File: config.mk
export PLATFORM = sky130hd
export DESIGN_NAME = fpu_issue_sequencer
export DESIGN_NICKNAME = d
export VERILOG_FILES = /design/src/rtl/fpu_ctrl_pkg.sv /design/src/rtl/fpu_latency_lut.sv /design/src/rtl/fpu_issue_sequencer.sv
export SDC_FILE = /design/constraint.sdc
export NUM_CORES = 1
export LEC_CHECK = 0
export ABC_AREA = 1
export BUFFER_PORTS_ARGS = -buffer_cell sky130_fd_sc_hd__buf_2
export CAP_MARGIN = 20
export CORE_MARGIN = 4
export CORE_UTILIZATION = 35
export CTS_BUF_LIST = sky130_fd_sc_hd__clkbuf_16
export CTS_CLUSTER_DIAMETER = 80
export DETAILED_ROUTE_END_ITERATION = 16
export PLACE_DENSITY = 0.63
export SYNTH_ARGS = -nofsm -noshare
export SYNTH_HDL_FRONTEND = slang
export SYNTH_SLANG_ARGS = --single-unit
File: constraint.sdc
create_clock -name clk -period 4 [get_ports clk]
set_clock_uncertainty 0.05 [all_clocks]
set_input_delay 0.4 -clock clk [delete_from_list [all_inputs] [get_ports clk]]
set_output_delay 0.4 -clock clk [all_outputs]
set_load 0.01 [all_outputs]
File: src/rtl/fpu_ctrl_pkg.sv
// fpu_ctrl_pkg
//   Shared constants for the FP issue sequencer and any unit that decodes FP
//   ops (e.g. the hazard unit): FP op codes as produced by alu_controller and
//   the 2-bit sequencer state encoding.
package fpu_ctrl_pkg;

  // FP op codes; bit 4 set marks an FP op.
  localparam logic [4:0] OP_FADD  = 5'b10000;
  localparam logic [4:0] OP_FSUB  = 5'b10001;
  localparam logic [4:0] OP_FMUL  = 5'b10010;
  localparam logic [4:0] OP_FDIV  = 5'b10011;
  localparam logic [4:0] OP_FSQRT = 5'b11011;

  // Sequencer state encoding.
  localparam logic [1:0] ST_IDLE = 2'd0;
  localparam logic [1:0] ST_BUSY = 2'd1;
  localparam logic [1:0] ST_DONE = 2'd2;

endpackage

File: src/rtl/fpu_latency_lut.sv
// fpu_latency_lut
//   Combinational op -> (latency - 1) lookup. The value is what the sequencer
//   loads into its down-counter on accept, so an op with latency N spends
//   exactly N cycles in BUSY. Codes with bit 4 set that are not listed fall
//   back to LAT_DEFAULT.
// Ports
//   op      in  5      op code
//   lat_m1  out CNT_W  latency minus one
module fpu_latency_lut
  import fpu_ctrl_pkg::*;
#(
  parameter int LAT_FADD    = 3,
  parameter int LAT_FMUL    = 2,
  parameter int LAT_FDIV    = 10,
  parameter int LAT_FSQRT   = 12,
  parameter int LAT_DEFAULT = 1,
  parameter int CNT_W       = 4
) (
  input  logic [4:0]       op,
  output logic [CNT_W-1:0] lat_m1
);

  // Each latency must be representable as (LAT-1) in CNT_W bits and be >= 1.
  localparam int LAT_MAX = 2 ** CNT_W;

  if (LAT_FADD < 1 || LAT_FADD > LAT_MAX ||
      LAT_FMUL < 1 || LAT_FMUL > LAT_MAX ||
      LAT_FDIV < 1 || LAT_FDIV > LAT_MAX ||
      LAT_FSQRT < 1 || LAT_FSQRT > LAT_MAX ||
      LAT_DEFAULT < 1 || LAT_DEFAULT > LAT_MAX) begin : g_bad_lat
    $error("fpu_latency_lut: every LAT_* must lie in 1..2**CNT_W");
  end

  always_comb begin
    lat_m1 = CNT_W'(LAT_DEFAULT - 1);
    case (op)
      OP_FADD, OP_FSUB: lat_m1 = CNT_W'(LAT_FADD - 1);
      OP_FMUL:          lat_m1 = CNT_W'(LAT_FMUL - 1);
      OP_FDIV:          lat_m1 = CNT_W'(LAT_FDIV - 1);
      OP_FSQRT:         lat_m1 = CNT_W'(LAT_FSQRT - 1);
      default:          lat_m1 = CNT_W'(LAT_DEFAULT - 1);
    endcase
  end

endmodule

File: src/rtl/fpu_issue_sequencer.sv
// fpu_issue_sequencer
//   Sequences one multi-cycle FP op at a time in EX. An FP op is accepted from
//   IDLE, launched to the FPU with a one-cycle fu_start pulse, held in BUSY for
//   its latency while stall freezes IF/ID/EX, then presented for one DONE cycle
//   with result_valid. Integer ops pass straight through: never stalled,
//   never launched.
// Ports
//   clk, rst       clock, asynchronous active-high reset
//   issue_valid    EX holds a valid instruction
//   alu_control    op code (bit 4 = FP)
//   src_a, src_b   operands, latched on accept
//   flush          squash EX; aborts an op in BUSY
//   stall          hold IF/ID/EX
//   fu_start       one-cycle launch pulse; fu_op/fu_a/fu_b hold the launched op
//   fu_abort       one-cycle cancel pulse after a flush in BUSY
//   fu_result      FPU result, sampled on the final BUSY cycle
//   result_valid   one-cycle strobe during DONE
//   result         last captured FP result, held until the next capture
//
// Issue handshake: an FP op is taken on a clock edge where the sequencer is
// IDLE, issue_valid & alu_control[4] is high and flush is low. stall is high
// for that cycle and for every BUSY cycle, so EX keeps presenting the same
// instruction; it drops in DONE so EX retires together with result_valid.
module fpu_issue_sequencer
  import fpu_ctrl_pkg::*;
#(
  parameter int LAT_FADD    = 3,
  parameter int LAT_FMUL    = 2,
  parameter int LAT_FDIV    = 10,
  parameter int LAT_FSQRT   = 12,
  parameter int LAT_DEFAULT = 1,
  parameter int CNT_W       = 4
) (
  input  logic        clk,
  input  logic        rst,
  input  logic        issue_valid,
  input  logic [4:0]  alu_control,
  input  logic [31:0] src_a,
  input  logic [31:0] src_b,
  input  logic        flush,
  output logic        stall,
  output logic        fu_start,
  output logic [4:0]  fu_op,
  output logic [31:0] fu_a,
  output logic [31:0] fu_b,
  output logic        fu_abort,
  input  logic [31:0] fu_result,
  output logic        result_valid,
  output logic [31:0] result
);

  logic [1:0]       state;
  logic [CNT_W-1:0] cnt;
  logic [CNT_W-1:0] lat_m1;
  logic             fp_req;
  logic             accept;

  assign fp_req = issue_valid & alu_control[4];
  assign accept = (state == ST_IDLE) & fp_req & ~flush;
  assign stall  = accept | (state == ST_BUSY);

  fpu_latency_lut #(
    .LAT_FADD   (LAT_FADD),
    .LAT_FMUL   (LAT_FMUL),
    .LAT_FDIV   (LAT_FDIV),
    .LAT_FSQRT  (LAT_FSQRT),
    .LAT_DEFAULT(LAT_DEFAULT),
    .CNT_W      (CNT_W)
  ) u_lut (
    .op    (alu_control),
    .lat_m1(lat_m1)
  );

  always_ff @(posedge clk or posedge rst) begin
    if (rst) begin
      state        <= ST_IDLE;
      cnt          <= '0;
      fu_start     <= 1'b0;
      fu_op        <= '0;
      fu_a         <= '0;
      fu_b         <= '0;
      fu_abort     <= 1'b0;
      result_valid <= 1'b0;
      result       <= '0;
    end else begin
      // Pulses default low; each is raised for exactly one cycle below.
      fu_start     <= 1'b0;
      fu_abort     <= 1'b0;
      result_valid <= 1'b0;
      case (state)
        ST_IDLE: begin
          if (accept) begin
            state    <= ST_BUSY;
            fu_op    <= alu_control;
            fu_a     <= src_a;
            fu_b     <= src_b;
            cnt      <= lat_m1;
            fu_start <= 1'b1;
          end
        end
        ST_BUSY: begin
          // A flush on the final BUSY cycle still aborts: no result escapes.
          if (flush) begin
            state    <= ST_IDLE;
            cnt      <= '0;
            fu_abort <= 1'b1;
          end else if (cnt == '0) begin
            state        <= ST_DONE;
            result       <= fu_result;
            result_valid <= 1'b1;
          end else begin
            cnt <= cnt - 1'b1;
          end
        end
        ST_DONE: begin
          // Never re-accept here; a held FP request is taken from IDLE.
          state <= ST_IDLE;
        end
        default: begin
          state <= ST_IDLE;
        end
      endcase
    end
  end

endmodule

[Word level (Yosys, flattened, before mapping)]
Index checks and enable logic that the tools add are counted.
Operators by class
  $add $sub $neg: 1
  eq/ne operators: 9
  bitwise logic cells: 5
  multiplexer cells: 16
  reductions and logical operators: 8
Operators by type and width (number)
  == test 5 bit, second input constant: 5
  one-hot mux 4 bit (4 select lines): 1
  2-to-1 mux 4 bit: 3
  one-hot mux 4 bit (2 select lines): 1
  2-to-1 mux 1 bit: 7
  2-to-1 mux 2 bit: 3
  AND reduction 3 bit: 2
  zero test 4 bit: 1
  one-hot mux 2 bit (2 select lines): 1
  AND reduction 2 bit: 2
  subtractor 4 x 1 -> 4 bit, second input constant: 1
  AND 1 bit: 3
  inequality test 3 x 2 -> 1 bit, second input constant: 1
  inequality test 3 bit, second input constant: 1
  == test 2 x 1 -> 1 bit, second input constant: 1
  zero test 2 bit: 1
  inequality test 2 bit, second input constant: 1
  nonzero test 2 bit: 1
  OR reduction 2 bit: 1
  inverter 1 bit: 1
  OR 1 bit: 1
Storage, ports and cells
  logic and storage cells: 48
  output and inout bits: 105
  input port bits: 105
  register bits: 110

[Longest topological paths before layout]
  depth in word-level cells: 5
  gate-level depth with buffers: 9

[Cells and area by module]
Synthesis repeated with hierarchy kept, for this count alone.
Unflattened totals
  cell total of the unflattened synthesis: 499
  area, all modules: 4316.6 sq um
By module, submodules not included
  fpu_issue_sequencer: cells each 485, area an instance 4255.3 sq um, times used 1, sequential area each 2752.6 sq um
  fpu_latency_lut: cells each 14, area an instance 61.3 sq um, times used 1, sequential area each 0.0 sq um

[Worst setup path before layout]
OpenSTA, ideal clock, no wires.
  kind: register to output
  start point: reg state[0]
  end point: out stall
  setup slack: 2577 ps
  cell stages (with the launch flop): 5
  path buffers: 1
  arrival time: 973 ps
  cell sequence: dfrtp_1 -> nor2_2 -> nand4_4 -> buf_2 -> nand2_1
On the way
  cells in the longest elaborated chain, start to end: 4
  elaborated cells on any way between the ends: 5
RTL lines
  start: declaration: line fpu_issue_sequencer.sv:52  | logic [1:0] state;
  start signal: assignment: line fpu_issue_sequencer.sv:76  | state <= ST_IDLE;
  start signal: assignment: line fpu_issue_sequencer.sv:93  | state <= ST_BUSY;
  start signal: assignment: line fpu_issue_sequencer.sv:104  | state <= ST_IDLE;
  zero test 2 bit: line fpu_issue_sequencer.sv:59  | assign accept = (state == ST_IDLE) & fp_req & ~flush;
  AND 1 bit (2 in series): line fpu_issue_sequencer.sv:59
  OR 1 bit (*): line fpu_issue_sequencer.sv:60  | assign stall = accept | (state == ST_BUSY);
  end: declaration: line fpu_issue_sequencer.sv:41  | output logic stall,
Mark *: on every way between the ends. The rest lies on a longest branch, timed or not.

[Worst setup path after layout]
Same ends and word-level chain as after synthesis.

==> summary.txt <==
RePlAce Congestion -> 0.808
RSZ-0062 raised after global routing -> no
first-pass detailed-route iteration total -> 5
Synth Instances -> 495
final worst path period need -> 2200 ps
Clock Path Buffers -> 2
fin area -> 5750 um^2
Yosys cell types -> 20
startpoint types -> flop
CP required -> 3550 ps
most frequent cell after synthesis -> nand2_1
Detailed Route WL -> 11300 um
Worst Path Arrival -> 1750 ps
hold_ws -> 50.9 ps
ANT nets after route -> 0
CTS clk-pin slew, worst paths -> 70 ps
final antenna diode count -> 0
peak supply drop -> 0.221 mV
number of post-CTS setup repair buffers -> 0
first-pass GRT wire length -> 18200 um
Syn Nets -> 602
CP startpoint -> state[0]
Worst R2R Setup Slack -> 1800 ps
crit path kind -> reg -> out
Port Buf Inserts -> 209
DP HPWL -> 8230 um
Layout area overhead -> 33.6%
CTS tree -> done
Post-synth top flop -> dfrtp_1
share of layout cells above drive strength 1 -> 33.5%
power per cell area -> 600 nW/um^2
Hold-fix buffers, CTS -> 0
initial antenna violation count -> 1
root buffer cell -> clkbuf_16
synth top area cells -> dfrtp_1 (64%), nand2_1 (28%), buf_2 (0.93%)
# clock sinks -> 110
starting density of the core -> 35.8%
EDFF count, synth -> 0
worst flop-to-flop path endpoint -> result[9]
fin. max-slew vios -> 0
vias -> 3801
DP Area -> 5440 um^2
Worst slew margin -> 56.5%
Synth area leader -> dfrtp_1
share of the synthesized area in the top cell type -> 64.0%
DRT iter0 DRCs -> 212
final hold violation count -> 0
Via-to-Cell Ratio -> 4.47
fin crit share -> 55.0%
Setup TNS -> 0 ps
Mapped Avg Cell Area -> 8.69 um^2
leakage -> 3.46 nW
post-synthesis instance area -> 4300 um^2
residual DRC count -> 0
largest net degree at the start of global routing -> 69
Hold WC Path Type -> in -> async
nets -> 806
CTS buffer count -> 9
remaining global-route overflow -> 0
core area -> 12000 um^2
Ports -> 210
die height -> 119 um
Synth Warn # -> 0
# fillers -> 1180
peak fanout along the critical path -> 33
vias in the first global route -> 3768
fraction of registers with async set/reset -> 100%
status -> completed
worst r2r path cells -> 8
Yosys reg bits -> 110
chip width -> 119 um
H-tree lvl count -> 3
routed len/inst -> 13.3 um
Setup-failing EPs final -> 0
total track usage -> 15.7%
sequential fraction of the synthesis area -> 64.0%
CTS resizes -> 0
Total Die Area -> 14100 um^2
Setup crit end kind -> output pin
Clock Latency Late Sink -> 340 ps
most common library cells after synthesis -> nand2_1 (324), dfrtp_1 (110), inv_1 (10)
Worst Tran Pin Value -> 650 ps
max-cap viol count -> 0
RR Startpoint -> cnt[0]
Setup crit end -> stall
total chip power -> 0.00345 W
Max Clk Rate -> 0.455 GHz
Rows -> 40
## worst max-delay path, stage by stage (launching register included)
cell and delay, ps:
dfrtp_1 400, nor2_2 180, nand4_4 440, nand2_1 220
buf_2 150
## metrics by stage
stage	worst slack [ps]	std cells	utilization [%]
floorplan	648	495	-
global placement	1580	834	45.3
detailed placement	1490	834	45.3
CTS	1560	850	47.7
global route	1550	851	47.9
finish	1800	851	47.9
## worst min path at each step
stage | from | endpoint | slack (ps) | cells after the start
after global placement | result[10] | result[10] | 410 | 2
after floorplan | cnt[0] | cnt[0] | 400 | 2
after detailed placement | fu_op[4] | fu_op[4] | 410 | 1
after global routing | rst | result[3] | 90 | 2
final | rst | result[28] | 50 | 2
after CTS | rst | result[8] | 60 | 2
## cells by family (layout without fill, tap and decap cells)
group	Yosys count	count (layout)	share of synthesized area, %
flops	110	110	64.0
simple gates	344	344	30.9
fa+ha+maj	2	2	0.581
compound gates	5	5	0.640
buf+inv	34	243	3.90
## layout by cell type, fill, tap and decap left out
| cell | netlist | layout |
|---|---|---|
| nand2_2 | 1 | 1 |
| nor2_2 | 2 | 2 |
| clkbuf_16 | 0 | 9 |
| o21ai_1 | 1 | 1 |
| inv_4 | 0 | 1 |
| clkinvlp_4 | 0 | 1 |
| dfrtp_1 | 110 | 110 |
| or2_2 | 1 | 1 |
| nand3_1 | 5 | 5 |
| nand4_4 | 1 | 1 |
| ha_1 | 2 | 2 |
| clkinv_2 | 0 | 1 |
| or2_1 | 1 | 1 |
| nand4_1 | 1 | 1 |
| o31ai_1 | 1 | 1 |
| o21ai_0 | 3 | 3 |
| inv_6 | 0 | 1 |
| nor2_1 | 8 | 8 |
| inv_2 | 4 | 4 |
| buf_4 | 4 | 3 |
| clkinv_1 | 0 | 3 |
| buf_12 | 0 | 1 |
| inv_1 | 10 | 9 |
| bufinv_16 | 0 | 1 |
| nand2_1 | 324 | 324 |
| buf_2 | 8 | 209 |
## registers in the layout, summed over array words and instances, names as in the netlist
register	count
cnt	4
result_valid	1
fu_op	5
fu_abort	1
fu_a	32
result	32
state	2
fu_start	1
fu_b	32
## report_power, final
part | internal (W) | total [W] | switching, W
Combinational | 0.000407 | 0.000971 | 0.000564
Sequential | 0.00143 | 0.00160 | 0.000173
Clock | 0.000481 | 0.000879 | 0.000398
## per-layer routing
layer | GRT usage, % | vias up | wire [um]
li1 | - | 1888 | -
met2 | 25.4 | 129 | 5400
met3 | 4.27 | 22 | 776
met5 | 0 | - | 15
met1 | 20.0 | 1760 | 4830
met4 | 6.81 | 2 | 301
## final cells by class
type | instances | area [um^2] | area share (%)
repair buffers | 213 | 1090 | 18.9
clock buffers | 9 | 225 | 3.92
well taps | 147 | 184 | 3.20
flip-flops and latches | 110 | 2750 | 47.9
inverters | 14 | 55.1 | 0.957
clock inverters | 7 | 62.6 | 1.09
multi-input cells | 351 | 1380 | 24.0
(Power assumes the default switching activity.)
